`src/rtl/mem_stage_pkg.sv`:
```
// Shared encodings for the memory stage: access kinds, write-back selects and FSM states.
package mem_stage_pkg;

    typedef logic [2:0] memlen_t;
    localparam memlen_t MEMLEN_W  = 3'b000;
    localparam memlen_t MEMLEN_H  = 3'b001;
    localparam memlen_t MEMLEN_HU = 3'b010;
    localparam memlen_t MEMLEN_B  = 3'b011;
    localparam memlen_t MEMLEN_BU = 3'b100;

    typedef logic [1:0] cregwd_t;
    localparam cregwd_t CREGWD_ALU = 2'b00;
    localparam cregwd_t CREGWD_MEM = 2'b01;

    typedef logic cregwa_t;
    localparam cregwa_t CREGWA_RT = 1'b0;
    localparam cregwa_t CREGWA_RD = 1'b1;

    typedef logic [0:0] state_t;
    localparam state_t ST_IDLE   = 1'b0;
    localparam state_t ST_ACCESS = 1'b1;

    // Wait-counter value seen on the last ACCESS cycle before a bus error (255 cycles total).
    localparam logic [7:0] WAIT_LAST = 8'd254;

endpackage

```
`src/rtl/mem_stage_if.sv`:
```
// Data-memory request/acknowledge bus between the memory stage and the memory.
interface mem_stage_if;

    logic        dmem_req;
    logic        dmem_we;
    logic [31:0] dmem_addr;
    logic [3:0]  dmem_be;
    logic [31:0] dmem_wdata;
    logic [31:0] dmem_rdata;
    logic        dmem_ack;

    modport master (
        output dmem_req, dmem_we, dmem_addr, dmem_be, dmem_wdata,
        input  dmem_rdata, dmem_ack
    );

    modport slave (
        input  dmem_req, dmem_we, dmem_addr, dmem_be, dmem_wdata,
        output dmem_rdata, dmem_ack
    );

endinterface

```
`src/rtl/mem_align.sv`:
```
// Byte-lane steering for stores, load extraction/extension, and alignment checking.
module mem_align
    import mem_stage_pkg::*;
(
    input  memlen_t     i_memlen,
    input  logic [1:0]  i_lane,
    input  logic [31:0] i_wdata,
    input  logic [31:0] i_rdata,
    output logic [3:0]  o_be,
    output logic [31:0] o_wdata,
    output logic [31:0] o_ldata,
    output logic        o_misaligned
);

    logic [7:0]  w_byte;
    logic [15:0] w_half;

    assign w_byte = i_rdata[{i_lane, 3'b000} +: 8];
    assign w_half = i_lane[1] ? i_rdata[31:16] : i_rdata[15:0];

    always_comb begin
        o_be         = 4'b1111;
        o_wdata      = i_wdata;
        o_ldata      = i_rdata;
        o_misaligned = 1'b0;
        case (i_memlen)
            MEMLEN_H, MEMLEN_HU: begin
                o_be         = i_lane[1] ? 4'b1100 : 4'b0011;
                o_wdata      = {2{i_wdata[15:0]}};
                o_ldata      = (i_memlen == MEMLEN_H) ? {{16{w_half[15]}}, w_half}
                                                      : {16'h0000, w_half};
                o_misaligned = i_lane[0];
            end
            MEMLEN_B, MEMLEN_BU: begin
                o_be    = 4'b0001 << i_lane;
                o_wdata = {4{i_wdata[7:0]}};
                o_ldata = (i_memlen == MEMLEN_B) ? {{24{w_byte[7]}}, w_byte}
                                                 : {24'h000000, w_byte};
            end
            // Word access; unused encodings are treated as words.
            default: o_misaligned = |i_lane;
        endcase
    end

endmodule

```
`src/rtl/mem_stage.sv`:
```
// Pipeline memory stage: issues data-memory accesses, stalls upstream while one is
// outstanding, and registers the write-back result with forwarding taps.
module mem_stage
    import mem_stage_pkg::*;
(
    input  logic         clk,
    input  logic         rst,
    input  logic         valid_i,
    input  logic         flush_i,
    input  logic         cregwa_i,
    input  logic [1:0]   cregwd_i,
    input  logic         regwe_i,
    input  logic [2:0]   memlen_i,
    input  logic         memwe_i,
    input  logic [31:0]  rd2_i,
    input  logic [4:0]   rt_i,
    input  logic [4:0]   rd_i,
    input  logic [31:0]  aluout_i,
    mem_stage_if.master  dmem,
    output logic         stall_o,
    output logic         valid_o,
    output logic         regwe_o,
    output logic [4:0]   wa_o,
    output logic [31:0]  wd_o,
    output logic [1:0]   cwd_mem,
    output logic         we_mem,
    output logic [4:0]   wa_mem,
    output logic [31:0]  wd_mem,
    output logic         adel_o,
    output logic         ades_o,
    output logic         buserr_o
);

    state_t      r_state;
    logic [7:0]  r_cnt;
    logic        r_we;
    logic [31:0] r_addr;
    logic [3:0]  r_be;
    logic [31:0] r_wdata;
    logic        r_lat_regwe;
    logic [4:0]  r_lat_wa;
    logic [1:0]  r_lat_cwd;
    memlen_t     r_lat_len;
    logic [1:0]  r_lat_lane;
    logic [31:0] r_lat_alu;
    logic        r_valid, r_regwe, r_adel, r_ades, r_buserr;
    logic [4:0]  r_wa;
    logic [31:0] r_wd;
    logic [1:0]  r_cwd;

    logic        w_idle, w_mem_op, w_start, w_timeout, w_misaligned;
    memlen_t     w_len;
    logic [1:0]  w_lane;
    logic [4:0]  w_wa_in;
    logic [3:0]  w_be;
    logic [31:0] w_wdata, w_ldata;

    assign w_idle    = (r_state == ST_IDLE);
    assign w_mem_op  = valid_i & (memwe_i | (cregwd_i == CREGWD_MEM));
    // One aligner serves both phases: incoming op in IDLE, latched op during ACCESS.
    assign w_len     = w_idle ? memlen_i : r_lat_len;
    assign w_lane    = w_idle ? aluout_i[1:0] : r_lat_lane;
    assign w_start   = w_idle & w_mem_op & ~flush_i & ~w_misaligned;
    assign w_wa_in   = (cregwa_i == CREGWA_RD) ? rd_i : rt_i;
    assign w_timeout = ~w_idle & ~dmem.dmem_ack & (r_cnt == WAIT_LAST);

    mem_align u_align (
        .i_memlen     (w_len),
        .i_lane       (w_lane),
        .i_wdata      (rd2_i),
        .i_rdata      (dmem.dmem_rdata),
        .o_be         (w_be),
        .o_wdata      (w_wdata),
        .o_ldata      (w_ldata),
        .o_misaligned (w_misaligned)
    );

    assign stall_o         = w_start | ~w_idle;
    assign dmem.dmem_req   = ~w_idle;
    assign dmem.dmem_we    = r_we;
    assign dmem.dmem_addr  = r_addr;
    assign dmem.dmem_be    = r_be;
    assign dmem.dmem_wdata = r_wdata;

    assign valid_o  = r_valid;
    assign regwe_o  = r_regwe;
    assign wa_o     = r_wa;
    assign wd_o     = r_wd;
    assign adel_o   = r_adel;
    assign ades_o   = r_ades;
    assign buserr_o = r_buserr;
    assign cwd_mem  = r_cwd;
    assign we_mem   = r_valid & r_regwe;
    assign wa_mem   = r_wa;
    assign wd_mem   = r_wd;

    always_ff @(posedge clk or posedge rst) begin
        if (rst) begin
            r_state     <= ST_IDLE;
            r_cnt       <= 8'd0;
            r_we        <= 1'b0;
            r_addr      <= 32'h0;
            r_be        <= 4'h0;
            r_wdata     <= 32'h0;
            r_lat_regwe <= 1'b0;
            r_lat_wa    <= 5'd0;
            r_lat_cwd   <= 2'b00;
            r_lat_len   <= MEMLEN_W;
            r_lat_lane  <= 2'b00;
            r_lat_alu   <= 32'h0;
            r_valid     <= 1'b0;
            r_regwe     <= 1'b0;
            r_adel      <= 1'b0;
            r_ades      <= 1'b0;
            r_buserr    <= 1'b0;
            r_wa        <= 5'd0;
            r_wd        <= 32'h0;
            r_cwd       <= 2'b00;
        end else begin
            r_valid  <= 1'b0;
            r_regwe  <= 1'b0;
            r_adel   <= 1'b0;
            r_ades   <= 1'b0;
            r_buserr <= 1'b0;
            if (w_idle) begin
                r_cnt <= 8'd0;
                if (w_start) begin
                    r_state     <= ST_ACCESS;
                    r_we        <= memwe_i;
                    r_addr      <= {aluout_i[31:2], 2'b00};
                    r_be        <= w_be;
                    r_wdata     <= w_wdata;
                    r_lat_regwe <= regwe_i;
                    r_lat_wa    <= w_wa_in;
                    r_lat_cwd   <= cregwd_i;
                    r_lat_len   <= memlen_i;
                    r_lat_lane  <= aluout_i[1:0];
                    r_lat_alu   <= aluout_i;
                end else if (valid_i && !flush_i) begin
                    r_valid <= 1'b1;
                    r_wa    <= w_wa_in;
                    r_wd    <= aluout_i;
                    r_cwd   <= cregwd_i;
                    // A memory op reaching here is misaligned and never touches the bus.
                    if (w_mem_op) begin
                        r_adel <= ~memwe_i;
                        r_ades <= memwe_i;
                    end else begin
                        r_regwe <= regwe_i;
                    end
                end
            end else if (dmem.dmem_ack || w_timeout) begin
                r_state  <= ST_IDLE;
                r_cnt    <= 8'd0;
                r_valid  <= 1'b1;
                r_wa     <= r_lat_wa;
                r_cwd    <= r_lat_cwd;
                r_wd     <= (dmem.dmem_ack && (r_lat_cwd == CREGWD_MEM)) ? w_ldata : r_lat_alu;
                r_regwe  <= dmem.dmem_ack & r_lat_regwe;
                r_buserr <= ~dmem.dmem_ack;
            end else begin
                r_cnt <= r_cnt + 8'd1;
            end
        end
    end

endmodule

```
`src/flat_wrapper.sv`:
```
// flat-port wrapper written by rule: the top's interface ports become plain ports
module mem_stage_flat import mem_stage_pkg::*;
  (clk, rst, valid_i, flush_i, cregwa_i, cregwd_i, regwe_i, memlen_i, memwe_i, rd2_i, rt_i, rd_i, aluout_i, stall_o, valid_o, regwe_o, wa_o, wd_o, cwd_mem, we_mem, wa_mem, wd_mem, adel_o, ades_o, buserr_o, dmem_dmem_req, dmem_dmem_we, dmem_dmem_addr, dmem_dmem_be, dmem_dmem_wdata, dmem_dmem_rdata, dmem_dmem_ack);
  mem_stage_if dmem_i ();
  input  logic clk;
  input  logic rst;
  input  logic valid_i;
  input  logic flush_i;
  input  logic cregwa_i;
  input  logic [1:0] cregwd_i;
  input  logic regwe_i;
  input  logic [2:0] memlen_i;
  input  logic memwe_i;
  input  logic [31:0] rd2_i;
  input  logic [4:0] rt_i;
  input  logic [4:0] rd_i;
  input  logic [31:0] aluout_i;
  output logic stall_o;
  output logic valid_o;
  output logic regwe_o;
  output logic [4:0] wa_o;
  output logic [31:0] wd_o;
  output logic [1:0] cwd_mem;
  output logic we_mem;
  output logic [4:0] wa_mem;
  output logic [31:0] wd_mem;
  output logic adel_o;
  output logic ades_o;
  output logic buserr_o;
  output wire logic [$bits(dmem_i.dmem_req)-1:0] dmem_dmem_req;
  output wire logic [$bits(dmem_i.dmem_we)-1:0] dmem_dmem_we;
  output wire logic [$bits(dmem_i.dmem_addr)-1:0] dmem_dmem_addr;
  output wire logic [$bits(dmem_i.dmem_be)-1:0] dmem_dmem_be;
  output wire logic [$bits(dmem_i.dmem_wdata)-1:0] dmem_dmem_wdata;
  input wire logic [$bits(dmem_i.dmem_rdata)-1:0] dmem_dmem_rdata;
  input wire logic [$bits(dmem_i.dmem_ack)-1:0] dmem_dmem_ack;
  assign dmem_dmem_req = dmem_i.dmem_req;
  assign dmem_dmem_we = dmem_i.dmem_we;
  assign dmem_dmem_addr = dmem_i.dmem_addr;
  assign dmem_dmem_be = dmem_i.dmem_be;
  assign dmem_dmem_wdata = dmem_i.dmem_wdata;
  assign dmem_i.dmem_rdata = dmem_dmem_rdata;
  assign dmem_i.dmem_ack = dmem_dmem_ack;
  mem_stage u_core (.clk(clk), .rst(rst), .valid_i(valid_i), .flush_i(flush_i), .cregwa_i(cregwa_i), .cregwd_i(cregwd_i), .regwe_i(regwe_i), .memlen_i(memlen_i), .memwe_i(memwe_i), .rd2_i(rd2_i), .rt_i(rt_i), .rd_i(rd_i), .aluout_i(aluout_i), .dmem(dmem_i), .stall_o(stall_o), .valid_o(valid_o), .regwe_o(regwe_o), .wa_o(wa_o), .wd_o(wd_o), .cwd_mem(cwd_mem), .we_mem(we_mem), .wa_mem(wa_mem), .wd_mem(wd_mem), .adel_o(adel_o), .ades_o(ades_o), .buserr_o(buserr_o));
endmodule
```
`config.mk`:
```
export PLATFORM = sky130hd
export DESIGN_NAME = mem_stage_flat
export DESIGN_NICKNAME = d
export VERILOG_FILES = /design/src/rtl/mem_stage_pkg.sv /design/src/rtl/mem_stage_if.sv /design/src/rtl/mem_align.sv /design/src/rtl/mem_stage.sv /design/src/flat_wrapper.sv
export SDC_FILE = /design/constraint.sdc
export NUM_CORES = 1
export LEC_CHECK = 0
export ABC_AREA = 1
export CAP_MARGIN = 10
export CORE_MARGIN = 10
export CORE_UTILIZATION = 49
export CTS_CLUSTER_SIZE = 28
export DETAILED_ROUTE_END_ITERATION = 10
export DONT_BUFFER_PORTS = 1
export PLACE_DENSITY = 0.62
export SKIP_CTS_REPAIR_TIMING = 1
export SYNTH_ARGS = -nofsm -noshare
export SYNTH_HDL_FRONTEND = slang
export SYNTH_SLANG_ARGS = --single-unit
```
`constraint.sdc`:
```
create_clock -name clk -period 4.43 [get_ports clk]
set_input_delay 0.886 -clock clk [delete_from_list [all_inputs] [get_ports clk]]
set_output_delay 0.886 -clock clk [all_outputs]
set_load 0.01 [all_outputs]
```
## Yosys cells after proc, flatten, opt, wreduce, memory -nomap -nowiden

Index checks and enable logic that the tools add are counted.

- Bits of input ports: 119
- Logic and storage cells: 105
- Bits in registers: 165
- Output and inout port bits: 153

- $add $sub $neg: 1
- Shift-type cells: 2
- Equality and inequality tests: 9
- Reductions and logical operators: 10
- Multiplexer cells: 48
- Bitwise logic cells: 15

Operator list:

| cell | number |
|---|---|
| 32-bit 2-to-1 mux | 7 |
| 32-bit case mux with 2 select lines | 2 |
| 32-bit by 6-bit variable part select with 8-bit output | 1 |
| 5-bit 2-to-1 mux | 5 |
| 1-bit 2-to-1 mux | 22 |
| 16-bit 2-to-1 mux | 1 |
| 8-bit 2-to-1 mux | 2 |
| 2-bit 2-to-1 mux | 5 |
| 8-bit by 1-bit adder with 8-bit output (second input constant) | 1 |
| 1-bit AND | 8 |
| 8-bit equality test (second input constant) | 1 |
| 4-bit case mux with 2 select lines | 1 |
| 3-bit by 2-bit equality test with 1-bit output (second input constant) | 2 |
| 2-bit OR reduction | 3 |
| 1-bit NOT | 5 |
| 2-bit by 1-bit equality test with 1-bit output (second input constant) | 2 |
| 4-bit 2-to-1 mux | 1 |
| 1-bit by 2-bit left shift with 4-bit output (first input constant) | 1 |
| 3-bit by 1-bit equality test with 1-bit output (second input constant) | 1 |
| 3-bit equality test (second input constant) | 1 |
| 3-bit 2-to-1 mux | 1 |
| 3-bit AND reduction | 1 |
| 1-bit logical AND | 2 |
| 2-bit by 1-bit != test with 1-bit output (second input constant) | 1 |
| other kinds (7) | 8 |

## Depth between registers and ports, before layout

- Word-level depth: 8
- Depth in mapped cells: 16
- Depth with buffers taken out: 14

## Cells and area by module

A second synthesis with hierarchy kept.

- Cells, all modules: 1,221
- Area, all modules: 8,336.7 um^2

By module, submodules not included:

| module | instances | cells each | area an instance (um^2) | sequential area each (um^2) |
|---|---|---|---|---|
| mem_stage | 1 | 864 | 6,751.5 | 3,328.2 |
| mem_align | 1 | 357 | 1,585.3 | 0.0 |

## Least setup slack after synthesis

No wires, ideal clock.

- Path kind: input -> output
- Start: input port memlen_i[0]
- End: output port stall_o
- Path buffers: 3
- Cell stages on the path: 11
- Setup slack: 1.567 ns
- Data required time: 3.544 ns
- Arrival time: 1.977 ns
- Cell sequence: inv_1 -> nand2_1 -> nand2_1 -> nand2_1 -> nand3_1 -> buf_4 -> nand3_2 -> nand2_4 -> buf_6 -> buf_2 -> nand2_1

- Cells in the longest elaborated chain, start to end: 7
- Elaborated cells between the ends (all ways): 11
- Those cells by class: eq/ne (4); mux (2); bitwise (3); reduce/logical (2)

RTL lines:

| what | line | source |
|---|---|---|
| start: declaration | flat_wrapper.sv:12 | `input logic [2:0] memlen_i;` |
| 3-bit 2-to-1 mux (*) | mem_stage.sv:61 | `assign w_len = w_idle ? memlen_i : r_lat_len;` |
| 3-bit by 2-bit equality test with 1-bit output, or another cell as far along | mem_align.sv:26 | `case (i_memlen)` |
| 2-bit OR reduction | mem_align.sv:26 |  |
| 1-bit case mux with 2 select lines (*) | mem_align.sv:26 |  |
| 1-bit NOT (*) | mem_stage.sv:63 | `assign w_start = w_idle & w_mem_op & ~flush_i & ~w_misaligned;` |
| 1-bit AND (*) | mem_stage.sv:63 |  |
| 1-bit OR (*) | mem_stage.sv:78 | `assign stall_o = w_start \| ~w_idle;` |
| end: declaration | flat_wrapper.sv:18 | `output logic stall_o;` |

Every way passes the cells marked *; elsewhere a longest branch is shown, timed or not.

## Worst setup path after layout

- Start: register u_core.r_state, in the netlist u_core.dmem.dmem_req
- End: output port stall_o

- Cells in the longest elaborated chain, start to end: 7
- Elaborated cells between the ends (all ways): 16
- Those cells by class: eq/ne (4); mux (3); bitwise (6); reduce/logical (3)

RTL lines:

| what | line | source |
|---|---|---|
| start: declaration | mem_stage.sv:34 | `state_t r_state;` |
| start signal: assignment | mem_stage.sv:99 | `r_state <= ST_IDLE;` |
| start signal: assignment | mem_stage.sv:128 | `r_state <= ST_ACCESS;` |
| start signal: assignment | mem_stage.sv:153 | `r_state <= ST_IDLE;` |
| 3-bit 2-to-1 mux | mem_stage.sv:61 |  |
| 3-bit by 2-bit equality test with 1-bit output, or another cell as far along | mem_align.sv:26 |  |
| 2-bit OR reduction | mem_align.sv:26 |  |
| 1-bit case mux with 2 select lines | mem_align.sv:26 |  |
| 1-bit NOT | mem_stage.sv:63 |  |
| 1-bit AND | mem_stage.sv:63 |  |
| 1-bit OR (*) | mem_stage.sv:78 |  |

Marked as above.

==> run_results.csv <==
group,metric,value,unit
run_status,status,"finished clean",
global_route,grt_use_total,22.1,%
clocking,cts_made_buffers,17,
placed_design,dpl.hpwl,18100,um
global_route,grt_pass1_vias,6671,
global_route,antenna_found_initial,0,
sta,fin_crit_sh,79.4,%
yosys,ys_seq_area_share,40.1,%
cells_and_area,num-nets-final,1239,
detailed_routing,first_pass_iters,8,
global_route,grt_max_degree,134,
sta,finalHoldViolations,0,
power_and_ir_drop,p_sw_share,43.3,%
power_and_ir_drop,internal-power,0.00315,W
cells_and_area,multi_input_area,3560,um2
clocking,cts_tree,"done",
floorplan,rows,47,
power_and_ir_drop,ir_drop,0.000289,V
detailed_routing,routed_wl,25000,um
worst_setup_path,cp_data_arrival_time,2630,ps
floorplan,io_pins,272,
worst_setup_path,ff2ff_path_depth,11,
worst_setup_path,crit-reg2reg-capture,"u_core.dmem.dmem_addr[31]$_DFFE_PP0P_",
placed_design,io_buffers,0,
placed_design,gp_congestion,0.873,
cells_and_area,final_area,8410,um2
clocking,insertion_delay,430,ps
sta,period_needed,3520,ps
power_and_ir_drop,p_clk_share,26.5,%
power_and_ir_drop,switchingPower,0.00240,W
detailed_routing,drtIter0Drc,360,
cells_and_area,nFillCells,1673,
worst_setup_path,r2r_setup_slack,1010,ps
placed_design,post-place-ws,867,ps
hold_path,hold_end,"u_core.r_lat_alu[1]$_DFFE_PP0P_",
sta,timing.fmax,284,MHz
cells_and_area,antennaDiodeCount,0,
floorplan,die_width,150,um
yosys,ys_types,35,
yosys,synth_cells,1219,
detailed_routing,viasPerCell,5.10,
power_and_ir_drop,cellPowerDensity,660,nW/um2
clocking,root_buffer,"clkbuf_16",
global_route,grt_overflow_total,0,
sta,setup_viol,0,
hold_path,worstHoldStart,"u_core.r_lat_alu[1]$_DFFE_PP0P_",
power_and_ir_drop,combPwrFrac,27.2,%
sta,rsz0062_at_grt,"false",
worst_setup_path,path_class,"reg2out",
yosys,syn_area,8300,um2
cells_and_area,seq_area,3330,um2
yosys,ys_top_cells_by_area,"dfrtp_1, nand2_1, nor2_1",
cells_and_area,areaGrowthSynthToFinish,1.30,%
global_route,grt_pass1_wl,38900,um
floorplan,die_h,150,um
global_route,grt-busiest-layer,"met2",
detailed_routing,remaining_drc_errors,0,
global_route,grtUsageMet2,35.2,%
worst_setup_path,cp-end-kind,"primary output",
sta,report.final.slew_viol_count,0,
power_and_ir_drop,p_seq_share,46.3,%
yosys,yosysWarnings,0,
power_and_ir_drop,p_leak,4.47,nW
clocking,cts.sinks,133,
global_route,use_met3,9.99,%
worst_setup_path,r2r-start,"u_core.dmem.dmem_req$_DFF_PP0_",
worst_setup_path,crit_required,3540,ps
worst_setup_path,start_kind,"flop",
sta,slew_headroom,48.2,%
yosys,synth_top_area_share,40.1,%
cells_and_area,drive_gt1_share,5.92,%
floorplan,core_area,16600,um2
placed_design,postPlaceCellArea,7800,um2
yosys,synth_seq_cells,133,
job,max_cap_viol_count,0,
yosys,netlist.top_cell.by_area,"dfrtp_1",
detailed_routing,drtAntennaViolNets,0,
floorplan,die_area,22500,um2
clocking,htreeDepth,4,
clocking,clockBufferDepth,2,
sta,worst_slack,913,ps
detailed_routing,wire_per_inst,18.5,um
clocking,clk_pin_slew,60,ps
global_route,gr-usage-met1,26.2,%
sta,skew,6.15,ps
worst_setup_path,startpoint,"u_core.dmem.dmem_req$_DFF_PP0_",
sta,tightest_slew,776,ps
detailed_routing,vias,6893,
hold_path,hold_path_class,"reg2reg",
yosys,synth_area_per_cell,6.81,um2
sta,tns,0,ps
floorplan,start_util,50.1,%
hold_path,holdPathStages,2,
worst_setup_path,crit_fanout,29,
power_and_ir_drop,p_total,0.00555,W
## worst max-delay path by stage
stage / cells past startpoint / slack [ps] / endpoint
after global routing: 11 / 610 / u_core.dmem.dmem_addr[31]$_DFFE_PP0P_
after floorplan: 11 / 1570 / stall_o
after CTS: 8 / 910 / stall_o
final: 8 / 910 / stall_o
after detailed placement: 11 / 870 / u_core.dmem.dmem_addr[31]$_DFFE_PP0P_
after global placement: 11 / 930 / u_core.r_lat_wa[2]$_DFFE_PP0P_
## through the flow
| step | utilization [%] | hold slack (ps) | instances |
|---|---|---|---|
| 2_1_floorplan | - | 449 | 1220 |
| 3_3_place_gp | 47.0 | 473 | 1319 |
| 3_5_place_dp | 47.0 | 479 | 1319 |
| 4_1_cts | 50.7 | 494 | 1351 |
| 5_1_grt | 50.7 | 516 | 1351 |
| 6_report | 50.7 | 488 | 1351 |
## routing by layer
layer / share of wire [%] / routed length (um) / up-vias
li1: - / - / 3489
met1: 40 / 9930 / 3120
met2: 47 / 11700 / 261
met3: 12 / 2970 / 23
met4: 1.6 / 393 / 0
met5: 0 / 0 / -
## synthesized netlist by cell type, drive strengths merged
cell type and number:
a31oi 16, nand2 435, a211oi 1, o21ai 69, clkbuf 18, nand3b 1
xor2 2, inv 140, ha 2, xnor2 1, o31ai 2, nand3 59
nor3b 1, conb 1, mux2 5, buf 115, a21oi 24, nand4 29
dfrtp 133, nor2 150, o21a 10, nor3 5
## power groups by stage
stage / sequential [W] / clock, W / combinational [W]
after floorplan: 0.00222 / 0 / 0.00184
after global placement: 0.00261 / 0 / 0.00148
after detailed placement: 0.00261 / 0 / 0.00152
after CTS: 0.00260 / 0.00149 / 0.00152
after global routing: 0.00268 / 0.00154 / 0.00178
final: 0.00257 / 0.00147 / 0.00151
## cells by family (layout without fill, tap and decap cells)
group | after synthesis | after routing | synth area share (%)
AO/OA/AOI/OAI | 122 | 122 | 8.22
XOR/XNOR | 3 | 3 | 0.317
adder cells (fa/ha/maj) | 2 | 2 | 0.301
buffers and inverters | 273 | 184 | 17.2
flip-flops | 133 | 133 | 40.1
multiplexers | 5 | 5 | 0.678
other | 1 | 2 | 0.0452
AND/OR/NAND/NOR | 680 | 680 | 33.2
## registers in the layout (all words and copies together), names as in the netlist, 2 cells and up
signal,count
u_core.r_cnt,8
u_core.dmem.dmem_wdata,32
u_core.r_lat_alu,31
u_core.wd_mem,32
u_core.r_lat_wa,5
u_core.wa_mem,5
u_core.r_lat_cwd,2
u_core.cwd_mem,2
u_core.r_lat_len,3
u_core.dmem.dmem_be,4
## cells in the final DEF, fill, tap and decap left out, types with 2 or more instances in the layout
cell type	netlist	layout
ha_1	2	2
a31oi_1	16	16
nand2_2	3	3
nor2_2	2	2
nor2_1	148	147
buf_4	73	11
nand2_1	431	431
xor2_1	2	2
o31ai_1	2	2
conb_1	1	2
clkinvlp_4	0	3
nand3_2	2	2
nor3_1	5	5
dfrtp_1	133	133
inv_2	3	2
nand3_1	56	56
bufinv_16	0	3
o21ai_2	2	3
inv_1	136	135
clkbuf_16	0	17
inv_6	0	3
nand4_1	29	29
clkinv_4	0	4
a21oi_1	24	24
mux2_2	5	5
o21ai_1	9	8
o21a_1	10	10
o21ai_0	57	57
clkinv_2	0	3
## worst max-delay path, cell delays in order (launching register included)
cell and delay [ps]:
dfrtp_1 630, inv_4 150, nand2_1 150, nand2_2 280, inv_2 290, nor2_1 70, nor2_1 170, nand2_4 230
nand2_1 220
## area by class of cell
class	count	area share, %
inverter	140	6.34
timing repair buffer	12	1.22
multi-input combinational	814	42.4
sequential	133	39.6
tap	220	3.27
clock buffer	18	5.10
clock inverter	14	2.10
Note: power is estimated with default switching activity, not from simulation.
